--- config.mk ---
export PLATFORM = sky130hd
export DESIGN_NAME = if_id_stall_resp
export DESIGN_NICKNAME = d
export VERILOG_FILES = /design/src/rtl/if_id_stall_resp.sv
export SDC_FILE = /design/constraint.sdc
export NUM_CORES = 1
export LEC_CHECK = 0
export ABC_AREA = 1
export CORE_MARGIN = 2
export CORE_UTILIZATION = 38
export DETAILED_ROUTE_END_ITERATION = 6
export GPL_ROUTABILITY_DRIVEN = 0
export PLACE_DENSITY = 0.77
export SLEW_MARGIN = 10
export SYNTH_ARGS = -nofsm -noshare
export SYNTH_HDL_FRONTEND = slang
export SYNTH_SLANG_ARGS = --single-unit
--- constraint.sdc ---
create_clock -name Clk -period 3.4 [get_ports Clk]
set_clock_uncertainty 0.2 [all_clocks]
set_input_delay 0.68 -clock Clk [delete_from_list [all_inputs] [get_ports Clk]]
set_output_delay 0.68 -clock Clk [all_outputs]
set_load 0.05 [all_outputs]
--- src/rtl/if_id_stall_resp.sv ---
// if_id_stall_resp: front-end response to load-use stalls and EX flushes, with stall statistics and watchdog
module if_id_stall_resp #(
  parameter int XLEN        = 32,
  parameter int STALL_CNT_W = 16,
  parameter int MAX_STALL   = 4
) (
  input  logic                   Clk,
  input  logic                   Rst,
  input  logic                   Stall,
  input  logic                   Flush,
  input  logic [XLEN-1:0]        if_pc,
  input  logic [XLEN-1:0]        if_instr,
  input  logic                   if_valid,
  output logic                   pc_en,
  output logic [XLEN-1:0]        id_pc,
  output logic [XLEN-1:0]        id_instr,
  output logic                   id_valid,
  output logic                   ex_bubble,
  output logic [STALL_CNT_W-1:0] stall_cnt,
  output logic                   stall_err
);
  localparam int HW = $clog2(MAX_STALL + 1);
  localparam logic [XLEN-1:0] NOP = XLEN'(32'h0000_0013);
  typedef enum logic {RUN, HOLD} state_t;
  state_t state;
  logic [HW-1:0] hold_len;
  logic hold;
  assign hold = Stall & ~Flush;
  assign pc_en = ~Rst & ~hold;
  assign ex_bubble = Rst | Flush | Stall | ~id_valid;
  always_ff @(posedge Clk or posedge Rst) begin
    if (Rst) begin
      id_pc     <= '0;
      id_instr  <= NOP;
      id_valid  <= 1'b0;
      stall_cnt <= '0;
      stall_err <= 1'b0;
      state     <= RUN;
      hold_len  <= '0;
    end else begin
      if (Flush) begin
        id_valid <= 1'b0;
        id_instr <= NOP;
        id_pc    <= if_pc;
      end else if (!Stall) begin
        id_pc    <= if_pc;
        id_instr <= if_valid ? if_instr : NOP;
        id_valid <= if_valid;
      end
      state <= hold ? HOLD : RUN;
      // Entering HOLD from RUN always starts a fresh run of length one
      hold_len <= !hold ? '0 :
                  state == RUN ? HW'(1) :
                  hold_len == HW'(MAX_STALL) ? hold_len : hold_len + HW'(1);
      if (hold && hold_len == HW'(MAX_STALL - 1))
        stall_err <= 1'b1;
      if (hold && !(&stall_cnt))
        stall_cnt <= stall_cnt + 1'b1;
    end
  end
endmodule

==> results.sh, run 1 <==
export IMPL_outcome="finished, final reports clean"
export IMPL_cts_sinks=86
export IMPL_fin_nets=611
export IMPL_yosys_area_share_xor_xnor=0.01691
export IMPL_startpoint_type="register"
export IMPL_period_needed_ns=2.564
export IMPL_synth_top_area_frac=0.5730
export IMPL_grt_max_degree=87
export IMPL_initial_utilization=0.3923
export IMPL_fmax_mhz=390.1
export IMPL_synthToLayoutAreaGrowth_pct=50.33
export IMPL_slew_headroom=0.2987
export IMPL_coreArea_um2=9240
export IMPL_routed_wl_um=8864
export IMPL_numCtsBuffers=9
export IMPL_dieArea_um2=10340
export IMPL_final_hold_viol_count=0
export IMPL_final_util=0.5897
export IMPL_pwr_share_seq=0.469
export IMPL_nFillCells=807
export IMPL_clkPwrFrac=0.255
export IMPL_ys_seq_area_frac=0.5948
export IMPL_switching_share=0.3519
export IMPL_switchingPower_mw=0.8825
export IMPL_synth_top_family_by_area="simple AND/OR/NAND/NOR gates"
export IMPL_timing_setup_tns_ns=0
export IMPL_drt_initial_drc_count=93
export IMPL_diodes=0
export IMPL_finalMaxSlewViolations=0
export IMPL_synth_adder_area_share=0.01381
export IMPL_synth_simple_area_share=0.2306
export IMPL_hp_class="register to register"
export IMPL_synth_seq_cells=86
export IMPL_synth_avg_cell_area_um2=9.366
export IMPL_synth_warning_count=0
export IMPL_rsz0062_at_grt="no"
export IMPL_worst_pin_slew_ns=1.052
export IMPL_grt_overflow=0
export IMPL_die_w_um=101.7
export IMPL_synth_mux_area_frac=0
export IMPL_vias_per_cell=4.650
export IMPL_post_cts_buffers=0
export IMPL_ant_nets=0
export IMPL_rrSetupSlack_ns=1.48
export IMPL_synthesis_area_um2=3625
export IMPL_io_buffers=152
export IMPL_hold_buffers=0
export IMPL_cts_max_level=3
export IMPL_vias=3125
export IMPL_fin_crit_sh=0.7540
export IMPL_rr_startpoint="stall_cnt[0]"
export IMPL_crit_family="buffers and inverters"
export IMPL_worstReg2RegEnd="stall_cnt[2]"
export IMPL_cts_tree="built"
export IMPL_power_frac_comb=0.276
export IMPL_hold_end="id_pc[4]"
export IMPL_synth_lib_cells_used_distinct=24
export IMPL_crit_chain="clkdlybuf4s50_1"
export IMPL_clkTransAtPathRegs_ns=0.09
export IMPL_num_rows=35
export IMPL_p_per_area_nw_per_um2=460.2
export IMPL_cts_path_max_buffers=2
export IMPL_setup_viol=0
export IMPL_cts_root_buf="clkbuf_8"
export IMPL_critPathMaxFanout=8
export IMPL_worstPathArrival_ns=1.68
export IMPL_drc_errors=0
export IMPL_internal_power_mw=1.625
export IMPL_drt_wirelength_per_cell_um=13.19
export IMPL_grt_pass1_wl_um=14480
export IMPL_place_detailed_hpwl_um=6326
export IMPL_ios=153
export IMPL_grt_pass1_vias=3077
export IMPL_worst_ir_drop_vdd_v=0.0002503
export IMPL_clk_latency_ns=0.34
export IMPL_path_buf_inv=1
export IMPL_leakage_nw=2.504
export IMPL_cpPeakStageDelay_ns=0.86
export IMPL_drv_cap=0
export IMPL_drive_above_1_share=0.06630
export IMPL_die_h_um=101.7
export IMPL_drtPass1Iterations=4
export IMPL_synthCells=387
export IMPL_hold_depth=2
export IMPL_critPathKind="register to output pin"
export IMPL_grt_usage=0.1746
export IMPL_ys_top_cells_by_area="dfrtp_1 (57%), nand2_1 (18%), a22o_1 (7.0%), dfstp_2 (2.2%), inv_1 (2.2%)"
export IMPL_antenna_found_initial=0
export IMPL_cp_required_ns=2.52
export IMPL_ctsResizeCount=0
export IMPL_end_kind="output pin"
export IMPL_synth_compound_area_frac=0.09700
export IMPL_hold_start="id_pc[4]"
export IMPL_power_mw=2.508
export IMPL_rr_worst_depth=6
export IMPL_synth_area_leader_cell="dfrtp_1"
export IMPL_cpMaxStageDelayCell="clkdlybuf4s50_1"
export IMPL_synth_nets=460
## logic make-up (layout without fill, tap and decap cells)
family / after synthesis / after routing
adders and majority gates: 4 / 4
xor gates and xnor gates: 7 / 7
buffers and inverters: 37 / 193
AOI/OAI and AO/OA: 45 / 45
DFF: 86 / 86
and+or+nand+nor: 208 / 208
## per-stage QoR
stage	cells	setup slack (ns)	hold slack [ns]	instance area, um2
CTS	672	0.7993	0.2780	5449
finish	672	0.8363	0.2738	5449
global placement	656	0.7308	0.2514	5275
floorplan	387	0.003721	0.3038	3633
global route	672	0.7622	0.2929	5449
detailed placement	656	0.6892	0.2581	5275
## worst max-delay path by stage
stage | startpoint | cells past startpoint | end
global route | stall_cnt[0] | 1 | stall_cnt[0]
floorplan | Rst | 2 | ex_bubble
detailed placement | Stall | 7 | stall_cnt[2]
finish | stall_cnt[0] | 1 | stall_cnt[0]
CTS | stall_cnt[0] | 1 | stall_cnt[0]
global placement | Stall | 7 | stall_cnt[2]
## routing by layer
metal | GRT usage | vias up | wire length (um)
met3 | 0.04969 | 5 | 686
li1 | - | 1537 | -
met2 | 0.2885 | 97 | 4299
met1 | 0.2300 | 1486 | 3821
met4 | 0.03742 | 0 | 56
met5 | 0 | - | 0
## Yosys cell counts
cell type,n
nand2_2,3
buf_6,2
xnor2_1,6
clkbuf_1,4
nand3_1,6
o21ai_0,10
a21oi_1,1
dfrtp_1,83
nor2_1,18
a22o_1,29
dfstp_2,3
nand4_1,5
ha_1,4
a211oi_1,1
a31o_2,1
nor2_4,3
buf_4,2
buf_1,1
o22a_1,3
nor2_2,2
nand2_1,171
buf_2,7
inv_1,21
xor2_1,1
## tightest hold or removal path: cells and delay by family (launching register included)
family	cells	cell delay [ns]
flip-flops	1	0.35
AND/OR/NAND/NOR	2	0.09
## placed cells by master (no fill, tap or decap), types with 4 or more instances in the layout
| master | Yosys | final |
|---|---|---|
| ha_1 | 4 | 4 |
| inv_1 | 21 | 19 |
| nor2_1 | 18 | 18 |
| clkbuf_8 | 0 | 9 |
| nand3_1 | 6 | 5 |
| nand2_1 | 171 | 171 |
| o21ai_0 | 10 | 10 |
| clkdlybuf4s50_1 | 0 | 150 |
| buf_4 | 2 | 4 |
| a22o_1 | 29 | 29 |
| xnor2_1 | 6 | 6 |
| clkinvlp_4 | 0 | 6 |
| dfrtp_1 | 83 | 83 |
| nand4_1 | 5 | 5 |
## power by group through the flow
stage	clock network (mW)	registers, mW	logic (mW)
2_1_floorplan	0	1.45	0.158
3_5_place_dp	0	1.20	0.699
6_report	0.640	1.18	0.692
5_1_grt	0.712	1.19	0.737
4_1_cts	0.665	1.18	0.701
3_3_place_gp	0	1.19	0.688
## sequential cells by signal (all words and copies together) (netlist names)
| signal | cells |
|---|---|
| hold_len | 3 |
| id_valid | 1 |
| stall_cnt | 16 |
| stall_err | 1 |
| id_pc | 32 |
| id_instr | 32 |
| state | 1 |
## cell type report
type | count | area (um2) | share of cell area
Sequential cell | 86 | 2156 | 0.3956
Timing Repair Buffer | 156 | 1572 | 0.2884
Multi-Input combinational cell | 264 | 1304 | 0.2393
Tap cell | 129 | 161.4 | 0.02962
Clock buffer | 10 | 127.6 | 0.02342
Inverter | 21 | 82.58 | 0.01515
Clock inverter | 6 | 46.29 | 0.008496
Power figures use the tool's default switching activity.
==> run 2, diff against run 1 <==
CORE_UTILIZATION = 42   (was 38)
PLACE_DENSITY = 0.8   (was 0.77)
clock period = 2.5 ns   (was 3.4 ns; I/O delays follow)
==> results.sh, run 2 (same netlist as run 1, synthesis figures left out) <==
export IMPL_outcome="finished, final reports clean"
export IMPL_cts_max_level=3
export IMPL_cts_tree="built"
export IMPL_drc_errors=0
export IMPL_path_buf_inv=1
export IMPL_startpoint_type="register"
export IMPL_drt_wirelength_per_cell_um=13.75
export IMPL_end_kind="output pin"
export IMPL_grt_usage=0.1899
export IMPL_synthToLayoutAreaGrowth_pct=51.23
export IMPL_initial_utilization=0.4368
export IMPL_numCtsBuffers=9
export IMPL_cpPeakStageDelay_ns=0.83
export IMPL_drive_above_1_share=0.06814
export IMPL_setup_slack_ns=0.09260
export IMPL_vias=3124
export IMPL_ios=153
export IMPL_fin_nets=611
export IMPL_clk_latency_ns=0.35
export IMPL_cts_path_max_buffers=2
export IMPL_coreArea_um2=8299
export IMPL_grt_overflow=0
export IMPL_fin_crit_sh=0.9630
export IMPL_final_hold_viol_count=0
export IMPL_worst_pin_slew_ns=1.032
export IMPL_final_cell_mix="nand2_1 (171), clkdlybuf4s50_1 (150), dfrtp_1 (83), a22o_1 (29), inv_1 (19)"
export IMPL_final_common_cell="nand2_1"
export IMPL_ctsResizeCount=0
export IMPL_cp_required_ns=1.80
export IMPL_place_worst_setup_slack_ns=0.2483
export IMPL_hp_class="register to register"
export IMPL_nFillCells=661
export IMPL_cpMaxStageDelayCell="clkdlybuf4s50_1"
export IMPL_finalMaxSlewViolations=0
export IMPL_final_util=0.6605
export IMPL_critPathKind="register to output pin"
export IMPL_cts_root_buf="clkbuf_8"
export IMPL_leakage_nw=2.543
export IMPL_io_buffers=152
export IMPL_dieArea_um2=9390
export IMPL_antenna_found_initial=0
export IMPL_fmax_mhz=415.4
export IMPL_crit_family="buffers and inverters"
export IMPL_grt_util_met3=0.05925
export IMPL_slew_headroom=0.3118
export IMPL_vias_per_cell=4.821
export IMPL_grt_pass1_wl_um=14630
export IMPL_hold_buffers=0
export IMPL_grt_met2_usage=0.3162
export IMPL_clkTransAtPathRegs_ns=0.08
export IMPL_die_h_um=96.90
export IMPL_ant_nets=0
export IMPL_drt_initial_drc_count=104
export IMPL_grt_pass1_vias=3117
export IMPL_critPathMaxFanout=2
export IMPL_setup_viol=0
export IMPL_die_w_um=96.90
export IMPL_fin_cells=648
export IMPL_num_rows=33
export IMPL_drtPass1Iterations=5
export IMPL_crit_chain="clkdlybuf4s50_1"
export IMPL_drv_cap=0
export IMPL_worstPathArrival_ns=1.71
export IMPL_place_detailed_hpwl_um=6394
export IMPL_met1_usage=0.2342
export IMPL_diodes=0
export IMPL_period_needed_ns=2.407
export IMPL_routed_wl_um=8907
export IMPL_holdWs_ns=0.2751
export IMPL_worst_ir_drop_vdd_v=0.0003384
export IMPL_busiest_layer="met2"
export IMPL_grt_max_degree=87
export IMPL_post_place_cells=632
export IMPL_post_cts_buffers=0
export IMPL_reg_largest_list="id_instr (32), id_pc (32), stall_cnt (16)"
export IMPL_cts_sinks=86
export IMPL_rsz0062_at_grt="no"
export IMPL_p_per_area_nw_per_um2=643.9
==> run 2: cell types whose count changed in the layout (fill, tap and decap cells not counted), sizes merged <==
cell      change
clkinvlp      -4
clkinv        +2
inv           +2
bufinv        +1
clkbuf        -1
==> run 2: final cells by class <==
class                      instances  area [um2]  area share
clock buffer                       9       123.9     0.02260
sequential                        86        2156      0.3933
inverter                          21       82.58     0.01507
clock inverter                     7       80.08     0.01461
multi-input combinational        264        1311      0.2392
tap                              105       131.4     0.02397
timing repair buffer             156        1597      0.2913
==> run 2: path summary, 6_finish.rpt <==
path                               from            to  slack, ns  depth (start not counted)
max in group asynchronous           Rst  id_instr[27]       0.71                          3
min                            id_pc[4]      id_pc[4]       0.28                          2
min in group asynchronous           Rst  stall_cnt[2]       0.72                          3
max                         id_instr[4]   id_instr[4]       0.09                          1
min reg2reg                    id_pc[4]      id_pc[4]       0.28                          2
max reg2reg                stall_cnt[0]  stall_cnt[2]       0.58                          6
==> run 2: stage by stage <==
step	power, mW	setup TNS, ns	cell area (um2)
after floorplan	2.182	-0.3799	3641
after global placement	2.557	0	5278
after detailed placement	2.572	0	5278
after CTS	3.565	0	5482
after global routing	3.692	0	5482
final	3.530	0	5482
==> run 2: worst register-to-register path, stage by stage, from the launching register on <==
cell,delay (ns)
dfrtp_1,0.49
ha_1,0.32
inv_1,0.10
nor2_4,0.16
nand4_1,0.18
nand2_2,0.25
o21ai_0,0.11
==> run 2: where the power goes <==
group,switching [mW],internal (mW)
sequential,0.102,1.49
combinational,0.588,0.354
clock,0.515,0.476
==> run 2: per-layer routing <==
metal / wire, um / vias to the layer above
met4: 104 / 0
met3: 664 / 8
li1: - / 1538
met5: 0 / -
met1: 3750 / 1463
met2: 4387 / 115
==> run 3, diff against run 2 <==
CORE_UTILIZATION = 38   (was 42)
PLACE_DENSITY = 0.77   (was 0.8)
SETUP_SLACK_MARGIN = 0.4   (was not set)
clock period = 1.9 ns   (was 2.5 ns; I/O delays follow)
==> results.sh, run 3 (same netlist as run 1, synthesis figures left out) <==
export IMPL_outcome="finished, final reports clean"
export IMPL_fin_nets=690
export IMPL_ant_nets=0
export IMPL_grt_util_met3=0.04486
export IMPL_drtPass1Iterations=4
export IMPL_cts_path_max_buffers=2
export IMPL_clk_latency_ns=0.34
export IMPL_end_kind="register"
export IMPL_io_buffers=152
export IMPL_worst_pin_slew_ns=0.5709
export IMPL_p_per_area_nw_per_um2=770.2
export IMPL_drt_wirelength_per_cell_um=14.46
export IMPL_busiest_layer="met2"
export IMPL_ios=153
export IMPL_drc_errors=0
export IMPL_cpMaxStageDelayCell="dfrtp_1"
export IMPL_path_common_cell="nor2_4"
export IMPL_reg_largest_list="id_instr (32), id_pc (32), stall_cnt (16)"
export IMPL_rsz0062_at_grt="yes"
export IMPL_grt_max_degree=46
export IMPL_die_h_um=101.7
export IMPL_routed_wl_um=10860
export IMPL_rrSetupSlack_ns=0.23
export IMPL_fin_crit_sh=0.8787
export IMPL_cts_tree="built"
export IMPL_clkTransAtPathRegs_ns=0.09
export IMPL_drt_initial_drc_count=104
export IMPL_fin_cells=751
export IMPL_crit_start="stall_cnt[1]"
export IMPL_coreArea_um2=9240
export IMPL_initial_utilization=0.3923
export IMPL_finalMaxSlewViolations=0
export IMPL_cts_max_level=3
export IMPL_grt_met2_usage=0.3725
export IMPL_final_util=0.7133
export IMPL_synthToLayoutAreaGrowth_pct=81.84
export IMPL_met1_usage=0.2460
export IMPL_diodes=0
export IMPL_critPathMaxFanout=7
export IMPL_post_place_cells=676
export IMPL_grt_pass1_wl_um=16880
export IMPL_vias=3568
export IMPL_grt_pass1_vias=3632
export IMPL_critPathKind="register to register"
export IMPL_cp_depth=10
export IMPL_rr_worst_depth=10
export IMPL_drive_above_1_share=0.4116
export IMPL_num_rows=35
export IMPL_final_common_cell="nand2_1"
export IMPL_dieArea_um2=10340
export IMPL_drv_cap=0
export IMPL_setup_viol=0
export IMPL_die_w_um=101.7
export IMPL_grt_usage=0.2070
export IMPL_cp_required_ns=1.94
export IMPL_worstReg2RegEnd="stall_cnt[15]"
export IMPL_period_needed_ns=1.670
export IMPL_path_buf_inv=3
export IMPL_startpoint_type="register"
export IMPL_worst_ir_drop_vdd_v=0.0004148
export IMPL_cpPeakStageDelay_ns=0.39
export IMPL_power_mw=5.077
export IMPL_worstPathArrival_ns=1.71
export IMPL_fmax_mhz=599.0
export IMPL_critPathCapture="stall_cnt[15]"
export IMPL_crit_family="simple AND/OR/NAND/NOR gates"
export IMPL_final_hold_viol_count=0
export IMPL_grt_overflow=0
export IMPL_final_cell_mix="nand2_1 (141), buf_6 (75), dfrtp_1 (72), buf_4 (70), clkdlybuf4s50_1 (65)"
export IMPL_vias_per_cell=4.751
export IMPL_numCtsBuffers=9
export IMPL_place_detailed_hpwl_um=6933
export IMPL_rr_startpoint="stall_cnt[1]"
export IMPL_slew_headroom=0.6194
export IMPL_cts_sinks=86
export IMPL_antenna_found_initial=0
export IMPL_leakage_nw=3.208
export IMPL_cts_root_buf="clkbuf_8"
export IMPL_hp_class="primary input to register"
export IMPL_crit_chain="buf_6 > ha_4 > inv_2 > nor2_4 > nand2_2 > nor2_4 > nor2_4 > buf_6 > nand2_2 > nand2_1"
==> run 3: cell types whose count changed in the layout (fill, tap and decap cells not counted), moves of 5 or more <==
| cell | change |
|---|---|
| buf_12 | +17 |
| buf_4 | +68 |
| buf_6 | +75 |
| clkdlybuf4s50_1 | -85 |
| dfrtp_1 | -11 |
| dfrtp_2 | +11 |
| nand2_1 | -30 |
| nand2_2 | +28 |
| nor2_1 | -8 |
| nor2_4 | +5 |
| o21ai_0 | -7 |
| o21ai_1 | +5 |
==> run 3: metal layers <==
metal / wire [um] / share of wire / vias up
met5: 0 / 0 / -
met1: 4256 / 0.39 / 1714
li1: - / - / 1702
met2: 5743 / 0.53 / 130
met3: 700 / 0.064 / 22
met4: 163 / 0.015 / 0
==> run 3: cell type report <==
class                   count  area, um2
multi-input cells         265       1504
clock buffers              10      137.6
well taps                 129      161.4
clock inverters             6      46.29
flip-flops and latches     86       2170
fillers                   639       2649
inverters                  21      100.1
repair buffers            234       2472
==> run 3: worst register-to-register path: cells and delay by family, from the launching register on <==
family                     cells  cell delay, ns
adders and majority gates      1            0.13
buffers and inverters          3            0.30
DFF                            1            0.39
and+or+nand+nor                6            0.56
==> run 3: worst min-delay path by stage <==
stage,depth (start not counted),endpoint,slack [ns],start
2_1_floorplan,2,id_pc[25],0.30,if_pc[25]
3_3_place_gp,2,id_pc[23],0.26,id_pc[23]
4_1_cts,2,stall_err,0.21,Stall
5_1_grt,2,stall_err,0.22,Stall
3_5_place_dp,2,id_pc[16],0.26,id_pc[16]
6_report,2,stall_err,0.22,Stall
==> run 3: metrics by stage <==
step           TNS (ns)  setup WS [ns]  instance area, um2  hold slack [ns]
2_1_floorplan    -2.535        -0.7399                3684           0.2967
3_3_place_gp     -5.123        -0.1529                5495           0.2562
3_5_place_dp     -6.026        -0.1849                5495           0.2622
4_1_cts               0         0.2475                6309           0.2074
5_1_grt               0         0.1395                6591           0.2218
6_report              0         0.2304                6591           0.2245
==> run 3: repair_timing <==
action,4_1_cts,5_1_grt
hold endpoints to repair,0,0
gates cloned,2,0
setup endpoints to repair,160,102
hold buffers,0,0
pin swaps,12,22
gates resized for setup,124,36
buffers inserted,33,24
==> run 3: where the power goes <==
group	switching (mW)	internal, mW
Clock	0.683	0.518
Combinational	0.938	0.815
Sequential	0.150	1.97
Total	1.77	3.31
